`config.mk`:
```
export PLATFORM = sky130hd
export DESIGN_NAME = uart_tx_frame_flat
export DESIGN_NICKNAME = d
export VERILOG_FILES = /design/src/rtl/uart_pkg.sv /design/src/rtl/uart_tx_frame_if.sv /design/src/rtl/uart_tick_det.sv /design/src/rtl/uart_tx_frame.sv /design/src/flat_wrapper.sv
export SDC_FILE = /design/constraint.sdc
export NUM_CORES = 1
export LEC_CHECK = 0
export BUFFER_PORTS_ARGS = -buffer_cell sky130_fd_sc_hd__buf_2
export CAP_MARGIN = 0
export CORE_UTILIZATION = 50
export DETAILED_ROUTE_END_ITERATION = 10
export MAX_ROUTING_LAYER = met4
export PLACE_DENSITY = 0.74
export SLEW_MARGIN = 20
export SYNTH_ARGS = -nofsm -noshare
export SYNTH_HDL_FRONTEND = slang
export SYNTH_SLANG_ARGS = --single-unit
```
`constraint.sdc`:
```
create_clock -name Clock -period 1.47 [get_ports Clock]
set_clock_uncertainty 0.15 [all_clocks]
set_input_delay 0.0735 -clock Clock [delete_from_list [all_inputs] [get_ports Clock]]
set_output_delay 0.0735 -clock Clock [all_outputs]
set_load 0.02 [all_outputs]
```
`src/rtl/uart_pkg.sv`:
```
// Purpose: shared UART constants (Tx FSM state encoding, ParityType codes, idle line level).
// Latency: n/a, constants and one pure helper function.
// Backpressure: n/a.
// Ports: none (package).
package uart_pkg;

  // Tx frame FSM states. ST_PARITY is only reachable when UART_TX_PARITY_EN is defined.
  typedef enum logic [2:0] {
    ST_IDLE   = 3'd0,
    ST_WAIT   = 3'd1,
    ST_START  = 3'd2,
    ST_DATA   = 3'd3,
    ST_PARITY = 3'd4,
    ST_STOP   = 3'd5
  } tx_state_t;

  // ParityType codes; 2'b11 also means "no parity".
  localparam logic [1:0] PAR_NONE = 2'b00;
  localparam logic [1:0] PAR_ODD  = 2'b01;
  localparam logic [1:0] PAR_EVEN = 2'b10;

  // Idle (mark) level of the serial line.
  localparam logic LINE_IDLE = 1'b1;

  // Parity bit for up to 8 data bits. Narrower data is zero-extended by the
  // caller, which leaves the XOR unchanged.
  function automatic logic parity_of(input logic [7:0] data, input logic [1:0] ptype);
    return (^data) ^ (ptype == PAR_ODD);
  endfunction

endpackage

```
`src/rtl/uart_tx_frame_if.sv`:
```
// Purpose: handshake/data bundle between the Tx requester, BaudRateGen and uart_tx_frame.
// Latency: n/a, wires only.
// Backpressure: Busy=1 means Send is ignored; there is no request queue.
// Ports (signals): BaudOut, Send, DataIn[DATA_W], ParityType[2], StopBits (toward framer);
//                  TxD, Busy, Done (from framer).
interface uart_tx_frame_if #(
  parameter int DATA_W = 8
);
  logic              BaudOut;
  logic              Send;
  logic [DATA_W-1:0] DataIn;
  logic [1:0]        ParityType;
  logic              StopBits;
  logic              TxD;
  logic              Busy;
  logic              Done;

  // Requester / baud source side.
  modport master (
    output BaudOut, Send, DataIn, ParityType, StopBits,
    input  TxD, Busy, Done
  );

  // Framer side.
  modport slave (
    input  BaudOut, Send, DataIn, ParityType, StopBits,
    output TxD, Busy, Done
  );
endinterface

```
`src/rtl/uart_tick_det.sv`:
```
// Purpose: rising-edge detector turning the sampled BaudOut level into a one-clock tick.
// Latency: tick is combinational in the cycle BaudOut is first seen high after a low sample.
// Backpressure: none; ticks are never held or queued.
// Ports: Clock, ResetN (async, active-low), i_baud (baud level), o_tick (one-cycle pulse).
module uart_tick_det (
  input  logic Clock,
  input  logic ResetN,
  input  logic i_baud,
  output logic o_tick
);

  logic r_bo_q;

  always_ff @(posedge Clock or negedge ResetN) begin
    if (!ResetN) begin
      r_bo_q <= 1'b0;
    end else begin
      r_bo_q <= i_baud;
    end
  end

  // Clearing r_bo_q on reset means a BaudOut already high at release counts as a tick.
  assign o_tick = i_baud & ~r_bo_q;

endmodule

```
`src/rtl/uart_tx_frame.sv`:
```
// Purpose: serialise one DATA_W-bit word into a UART frame (start, data LSB first, [parity], 1-2 stop).
// Latency: Busy rises 1 clock after acceptance; TxD falls on the first BaudOut tick after acceptance.
// Backpressure: Send is only taken while Busy=0; requests during a frame are dropped.
// Ports: Clock, ResetN (async, active-low), bus (uart_tx_frame_if.slave: BaudOut, Send, DataIn,
//        ParityType, StopBits in; TxD, Busy, Done out). All outputs are registered.
// Build option: define UART_TX_PARITY_EN to compile in the parity bit; otherwise ParityType is ignored.
module uart_tx_frame
  import uart_pkg::*;
#(
  parameter int DATA_W = 8
) (
  input  logic           Clock,
  input  logic           ResetN,
  uart_tx_frame_if.slave bus
);

  localparam int               CNT_W    = $clog2(DATA_W + 1);
  localparam logic [CNT_W-1:0] CNT_LAST = CNT_W'(DATA_W);

  tx_state_t         r_state;
  tx_state_t         w_state_nxt;
  logic [DATA_W-1:0] r_data;
  logic [DATA_W-1:0] r_shift;
  logic [CNT_W-1:0]  r_cnt;
  logic              r_stop2;
  logic              r_stop_cnt;
  logic              r_txd;
  logic              r_busy;
  logic              r_done;

`ifdef UART_TX_PARITY_EN
  logic [1:0]        r_par_type;
  logic              r_par_bit;
  logic              w_par_on;
`else
  logic              w_unused_par;
`endif

  logic              w_tick;
  logic              w_accept;
  logic              w_load;
  logic              w_shift;
  logic              w_stop_clr;
  logic              w_stop_adv;
  logic              w_txd_nxt;
  logic              w_busy_nxt;
  logic              w_done_nxt;

  uart_tick_det u_tick_det (
    .Clock  (Clock),
    .ResetN (ResetN),
    .i_baud (bus.BaudOut),
    .o_tick (w_tick)
  );

`ifdef UART_TX_PARITY_EN
  assign w_par_on = (r_par_type == PAR_ODD) || (r_par_type == PAR_EVEN);
`else
  assign w_unused_par = ^bus.ParityType;
`endif

  // Next-state and next-output logic. TxD is registered, so each branch sets
  // the level the line takes from the tick edge that leaves the current state.
  always_comb begin
    w_state_nxt = r_state;
    w_txd_nxt   = r_txd;
    w_busy_nxt  = r_busy;
    w_done_nxt  = 1'b0;
    w_accept    = 1'b0;
    w_load      = 1'b0;
    w_shift     = 1'b0;
    w_stop_clr  = 1'b0;
    w_stop_adv  = 1'b0;

    case (r_state)
      ST_IDLE: begin
        w_txd_nxt = LINE_IDLE;
        // A tick coinciding with acceptance is deliberately not used: WAIT
        // only reacts to ticks seen after it is entered.
        if (bus.Send && !r_busy) begin
          w_accept    = 1'b1;
          w_busy_nxt  = 1'b1;
          w_state_nxt = ST_WAIT;
        end
      end

      ST_WAIT: begin
        if (w_tick) begin
          w_state_nxt = ST_START;
          w_txd_nxt   = 1'b0;
        end
      end

      ST_START: begin
        if (w_tick) begin
          w_state_nxt = ST_DATA;
          w_load      = 1'b1;
          w_txd_nxt   = r_data[0];
        end
      end

      ST_DATA: begin
        // r_cnt counts data bits already put on the line (1..DATA_W).
        if (w_tick) begin
          if (r_cnt == CNT_LAST) begin
`ifdef UART_TX_PARITY_EN
            if (w_par_on) begin
              w_state_nxt = ST_PARITY;
              w_txd_nxt   = r_par_bit;
            end else begin
              w_state_nxt = ST_STOP;
              w_txd_nxt   = LINE_IDLE;
              w_stop_clr  = 1'b1;
            end
`else
            w_state_nxt = ST_STOP;
            w_txd_nxt   = LINE_IDLE;
            w_stop_clr  = 1'b1;
`endif
          end else begin
            w_shift   = 1'b1;
            w_txd_nxt = r_shift[0];
          end
        end
      end

`ifdef UART_TX_PARITY_EN
      ST_PARITY: begin
        if (w_tick) begin
          w_state_nxt = ST_STOP;
          w_txd_nxt   = LINE_IDLE;
          w_stop_clr  = 1'b1;
        end
      end
`endif

      ST_STOP: begin
        if (w_tick) begin
          if (r_stop2 && !r_stop_cnt) begin
            w_stop_adv = 1'b1;
          end else begin
            // Busy drops and Done pulses together, so a held Send is taken
            // on the very next edge.
            w_state_nxt = ST_IDLE;
            w_busy_nxt  = 1'b0;
            w_done_nxt  = 1'b1;
          end
        end
      end

      default: begin
        w_state_nxt = ST_IDLE;
        w_txd_nxt   = LINE_IDLE;
        w_busy_nxt  = 1'b0;
      end
    endcase
  end

  always_ff @(posedge Clock or negedge ResetN) begin
    if (!ResetN) begin
      r_state <= ST_IDLE;
      r_txd   <= LINE_IDLE;
      r_busy  <= 1'b0;
      r_done  <= 1'b0;
    end else begin
      r_state <= w_state_nxt;
      r_txd   <= w_txd_nxt;
      r_busy  <= w_busy_nxt;
      r_done  <= w_done_nxt;
    end
  end

  // Request latch, shift register and counters.
  always_ff @(posedge Clock or negedge ResetN) begin
    if (!ResetN) begin
      r_data     <= '0;
      r_shift    <= '0;
      r_cnt      <= '0;
      r_stop2    <= 1'b0;
      r_stop_cnt <= 1'b0;
`ifdef UART_TX_PARITY_EN
      r_par_type <= PAR_NONE;
      r_par_bit  <= 1'b0;
`endif
    end else begin
      if (w_accept) begin
        r_data     <= bus.DataIn;
        r_stop2    <= bus.StopBits;
`ifdef UART_TX_PARITY_EN
        r_par_type <= bus.ParityType;
        r_par_bit  <= parity_of(8'(bus.DataIn), bus.ParityType);
`endif
      end

      // Bit 0 goes straight to TxD on load, so the shifter keeps the rest.
      if (w_load) begin
        r_shift <= r_data >> 1;
        r_cnt   <= CNT_W'(1);
      end else if (w_shift) begin
        r_shift <= r_shift >> 1;
        r_cnt   <= r_cnt + 1'b1;
      end

      if (w_stop_clr) begin
        r_stop_cnt <= 1'b0;
      end else if (w_stop_adv) begin
        r_stop_cnt <= 1'b1;
      end
    end
  end

  assign bus.TxD  = r_txd;
  assign bus.Busy = r_busy;
  assign bus.Done = r_done;

endmodule
```
`src/flat_wrapper.sv`:
```
// flat-port wrapper written by rule: the top's interface ports become plain ports
module uart_tx_frame_flat import uart_pkg::*;
#(
  parameter int DATA_W = 8
)
  (Clock, ResetN, bus_BaudOut, bus_Send, bus_DataIn, bus_ParityType, bus_StopBits, bus_TxD, bus_Busy, bus_Done);
  uart_tx_frame_if #(.DATA_W(DATA_W)) bus_i ();
  input  logic Clock;
  input  logic ResetN;
  input wire logic [$bits(bus_i.BaudOut)-1:0] bus_BaudOut;
  input wire logic [$bits(bus_i.Send)-1:0] bus_Send;
  input wire logic [$bits(bus_i.DataIn)-1:0] bus_DataIn;
  input wire logic [$bits(bus_i.ParityType)-1:0] bus_ParityType;
  input wire logic [$bits(bus_i.StopBits)-1:0] bus_StopBits;
  output wire logic [$bits(bus_i.TxD)-1:0] bus_TxD;
  output wire logic [$bits(bus_i.Busy)-1:0] bus_Busy;
  output wire logic [$bits(bus_i.Done)-1:0] bus_Done;
  assign bus_i.BaudOut = bus_BaudOut;
  assign bus_i.Send = bus_Send;
  assign bus_i.DataIn = bus_DataIn;
  assign bus_i.ParityType = bus_ParityType;
  assign bus_i.StopBits = bus_StopBits;
  assign bus_TxD = bus_i.TxD;
  assign bus_Busy = bus_i.Busy;
  assign bus_Done = bus_i.Done;
  uart_tx_frame #(.DATA_W(DATA_W)) u_core (.Clock(Clock), .ResetN(ResetN), .bus(bus_i));
endmodule
```
## After elaboration in Yosys (flattened, before gate mapping)

Cells that the tools add are included.
Widths: inputs -> output; s select.

- Register bits: 29
- Word-level logic and storage cells: 77
- Bits of input ports: 15
- Output and inout bits: 3

- Equal/unequal tests: 12
- Bitwise operators: 4
- Mux-type cells: 39
- $add $sub $neg: 1
- Reductions and logical operators: 11

Operators with widths:

| kind | number |
|---|---|
| $mux 1 | 25 |
| $mux 3 | 7 |
| $mux 8 | 2 |
| $pmux 3 s5 | 1 |
| $ne 2x2->1 const B | 5 |
| $mux 4 | 2 |
| $reduce_and 4->1 | 2 |
| $reduce_and 7->1 | 1 |
| $eq 3x2->1 const B | 2 |
| $add 4x1->4 const B | 1 |
| $eq 4x4->1 const B | 1 |
| $ne 2x1->1 const B | 2 |
| $pmux 1 s4 | 1 |
| $reduce_bool 2->1 | 2 |
| $eq 3x1->1 const B | 1 |
| $eq 3x3->1 const B | 1 |
| $logic_not 3->1 | 1 |
| $not 1->1 | 3 |
| $pmux 1 s3 | 1 |
| $reduce_or 3->1 | 1 |
| $logic_and 1x1->1 | 2 |
| $logic_not 1->1 | 2 |
| $and 1x1->1 | 1 |

## Depth between registers and ports, before layout

- Depth after elaboration: 7
- Gate-level depth with buffers: 7
- Mapped depth without buffers: 6

## Cells and area by module

A second synthesis with hierarchy kept.

- Cell total of the unflattened synthesis: 133
- Area, all modules: 1395.1 µm²

By module, submodules not included:

| module | times used | seq. area each (µm²) | cells an instance | area an instance (µm²) |
|---|---|---|---|---|
| uart_tx_frame | 1 | 676.9 | 131 | 1356.3 |
| uart_tick_det | 1 | 25.0 | 2 | 38.8 |

## Worst setup path after synthesis

Ideal clock, no wire load.

- Kind: register to register
- Start: register u_core.r_cnt[0]
- End: register u_core.r_shift[1]
- Cell stages (with the launch flop): 7
- Library setup time: 77 ps
- Path buffers: 0
- Clock period less this slack: 1572 ps
- Arrival: 1344 ps
- Setup slack: -102 ps
- Cell sequence: dfrtp_1 > inv_1 > ha_1 > and3b_1 > a2111oi_4 > nor2_1 > a21oi_1

- Cells in the longest elaborated chain, start to end: 5

Ends and longest elaborated chain:

| what | line | RTL |
|---|---|---|
| from (decl) | uart_tx_frame.sv:24 | `logic [CNT_W-1:0] r_cnt;` |
| from (signal assigned) | uart_tx_frame.sv:201 | `r_cnt <= r_cnt + 1'b1;` |
| $eq 4x4->1 | uart_tx_frame.sv:105 | `if (r_cnt == CNT_LAST) begin` |
| $mux 1 | uart_tx_frame.sv:105 |  |
| $mux 1 | uart_tx_frame.sv:104 | `if (w_tick) begin` |
| $mux 1 | uart_tx_frame.sv:75 | `case (r_state)` |
| $reduce_bool 2->1 (no source line) | n/a |  |
| to (signal assigned) | uart_tx_frame.sv:197 | `r_shift <= r_data >> 1;` |
| to (signal assigned) | uart_tx_frame.sv:200 | `r_shift <= r_shift >> 1;` |
| to (decl) | uart_tx_frame.sv:23 | `logic [DATA_W-1:0] r_shift;` |

Every way passes these cells.
A chain may end at the register's enable or synchronous reset.

## Worst setup path after layout

- Start: register u_core.r_cnt[1]
- End: register u_core.r_shift[3]

Same word-level chain as after synthesis.

==> results.yml <==
floorplanning:
  pin_count: 18
  dieArea_mm2: 0.00295
  rows: 18
  core_area_mm2: 0.00252
  initial_core_util_pct: 54.3
  die_x_um: 54.3
  die_h_um: 54.3
layout:
  antennaDiodeCount: 0
  num-nets-final: 189
  area_delta_synth_final_pct: 29.7
  drive_above_1_share_pct: 36.8
clock_network:
  clk_pin_slew_worst_paths_ps: 150
  htree_num_levels: 1
  cts_tree: "built"
  clock_latency_ps: 330
  numCtsBuffers: 3
  cts_buffer_depth: 2
  cts_sinks: 28
  cts-root-buf: "clkbuf_4"
critical_path:
  critPathSlowestCell: "dfrtp_1"
  endpoint_kind: "register"
  cp.required_ps: 1590
  critPathMaxFanout: 3
  path_cells: "inv_1 -> ha_2 -> and3b_2 -> a2111oi_4 -> nor2_1 -> a21oi_1"
  crit_family: "compound AO/OA/AOI/OAI gates"
  crit_buf_inv: 1
  arrival_ps: 1690
  crit_type: "register to register"
  worst_setup_path_start_kind: "register"
  max_stage_delay_ps: 370
drt:
  first_pass_iters: 4
  wl_per_cell_um: 13.6
  viasPerCell: 5.42
  routed_wl_um: 2730
  ant_nets: 0
  drtIter0Drc: 13
  drcViolationCount: 0
  num_vias: 1089
pwr:
  peakVddDrop_mv: 0.845
  pwr-share-clk_pct: 16.2
  leakage_uw: 0.000828
  cellPowerDensity_mw_per_mm2: 1330
  pwr-share-comb_pct: 37.4
  switching_share_pct: 34.6
  p_int_uw: 1550
  power_switching_uw: 819
  p_seq_share_pct: 46.4
logic_synthesis:
  synth_enable_flop_cells: 0
  synthTopCellsByArea: "dfrtp_1 (49%), mux2_2 (6.6%), nand2_1 (5.5%)"
  synth_top_area_share_pct: 49.4
  syn_area_mm2: 0.00137
  seq_area_frac_synth_pct: 51.3
  synthTopCellsByCount: "dfrtp_1 (27), nand2_1 (20), nor2_1 (9), mux2_2 (8), o21ai_0 (6)"
  synth_nets: 148
  synth_cell_types: 37
  synth_ff_type: "dfrtp_1"
  synth.avg_cell_area_um2: 10.4
  ys_async_sr_fraction_pct: 100
  synth_top_area_cell: "dfrtp_1"
  synth_most_common_cell: "dfrtp_1"
  yosys_warnings: 0
  syn_inst: 131
  synth-seq-cells: 28
global_route:
  antenna_found_initial: 0
  grt-ovfl-total: 0
  grt_max_degree: 29
  grt_first_pass_wirelength_um: 4550
  grt_use_total_pct: 22.1
  grt_pass1_vias: 1071
place:
  place_ws_ps: -166
  hpwlAfterDp_um: 1870
  port-buffer-count: 15
  gp_congestion: 0.806
sta:
  postLayoutSetupSlackWorst_ps: -106
  hold_viol: 0
  worst_pin_slew_ps: 610
  slew-limit-headroom_pct: 59.4
  hold_ws_ps: 90.5
  fmax_mhz: 635
  fin_crit_ps: 1580
  finalMaxSlewViolations: 0
  setup_viol: 21
  fin_setup_tns_ps: -1230
  grt_setup_unrepaired: "true"
  timing.final.crit_share_pct: 107
run_status:
  violations: "negative setup slack"
  status: "finished, violations left"
min_path:
  hold_class: "input port to register"
run:
  maxCapViolCount: 0
## layout make-up
class                   count  area, µm²
flip-flops and latches     28        702
clock buffers               4       36.3
multi-input cells          90        646
repair buffers             44        335
fillers                   183        747
well taps                  30       37.5
inverters                   5       18.8
## layout by cell type (no fill, tap or decap), types with 2 or more instances in the layout
cell	instances
nand2_1	17
nand3_1	3
buf_2	15
o22ai_1	4
buf_6	4
dlygate4sd3_1	11
clkbuf_4	3
mux2_2	8
o21ai_1	2
o21ai_0	3
dfrtp_1	27
nand3b_1	2
buf_4	14
nand2b_1	3
nor2_1	8
a21oi_1	5
inv_1	5
nand2_2	4
a31oi_1	5
## final timing paths
kind / startpoint / end / slack (ps) / cells after the start
max: u_core.r_cnt[1] / u_core.r_shift[3] / -110 / 6
min: bus_Send / u_core.r_stop2 / 90 / 6
max reg2reg: u_core.r_cnt[1] / u_core.r_shift[3] / -110 / 6
min reg2reg: u_core.r_data[7] / u_core.r_shift[6] / 370 / 1
max in group asynchronous: ResetN / u_core.r_data[0] / 660 / 2
min in group asynchronous: ResetN / u_core.r_cnt[3] / 110 / 2
## logic make-up (layout without fill, tap and decap cells)
kind of cell               after synthesis  in the layout  share of synthesized area (%)
AOI/OAI and AO/OA                       29             29                           15.0
xor gates and xnor gates                 1              1                          0.640
adders and majority gates                2              2                           1.83
buffers and inverters                   13             53                           5.39
DFF                                     28             28                           51.3
muxes                                    9              9                           7.31
and+or+nand+nor                         49             49                           18.6
## sequential cells by signal, summed over array words and instances, names as in the netlist
signal	cells
u_core.bus.TxD	1
u_core.r_shift	7
u_core.u_tick_det.r_bo_q	1
u_core.r_state	3
u_core.bus.Busy	1
u_core.r_stop_cnt	1
u_core.r_stop2	1
u_core.bus.Done	1
u_core.r_cnt	4
u_core.r_data	8
## repair_timing
action,in CTS,in global routing
setup endpoints to repair,23,23
gates resized for setup,14,6
hold buffers,11,0
hold endpoints to repair,39,0
pin swaps,9,5
buffers inserted,0,1
## metrics by stage
| stage | power [µW] | utilization, % | std cells | cell area [µm²] |
|---|---|---|---|---|
| after CTS | 2340 | 68.9 | 200 | 1740 |
| after floorplan | 1650 | - | 131 | 1380 |
| final | 2370 | 70.4 | 201 | 1780 |
| after global routing | 2540 | 70.4 | 201 | 1780 |
| after detailed placement | 1910 | 62.1 | 186 | 1570 |
| after global placement | 1870 | 62.1 | 186 | 1570 |
## routing by layer
layer / GRT usage, % / routed length (µm) / up-vias
met5: - / 0 / -
met4: 8.55 / 33 / 0
met3: 3.06 / 87 / 4
met2: 35.4 / 1280 / 23
met1: 28.1 / 1330 / 518
li1: - / - / 544
## power by group through the flow
stage	registers, µW	clock network [µW]	logic (µW)
3_3_place_gp	1090	0	776
5_1_grt	1120	422	1000
2_1_floorplan	1100	0	554
4_1_cts	1100	388	856
6_report	1100	383	886
3_5_place_dp	1100	0	811
## tightest hold or removal path, cell delays in order
cell and delay (ps):
buf_2 110, nand2b_4 70, nor4_4 40, buf_6 130, nand2_1 60, o21ai_0 60
No activity file was read; power rests on OpenSTA's default activity.
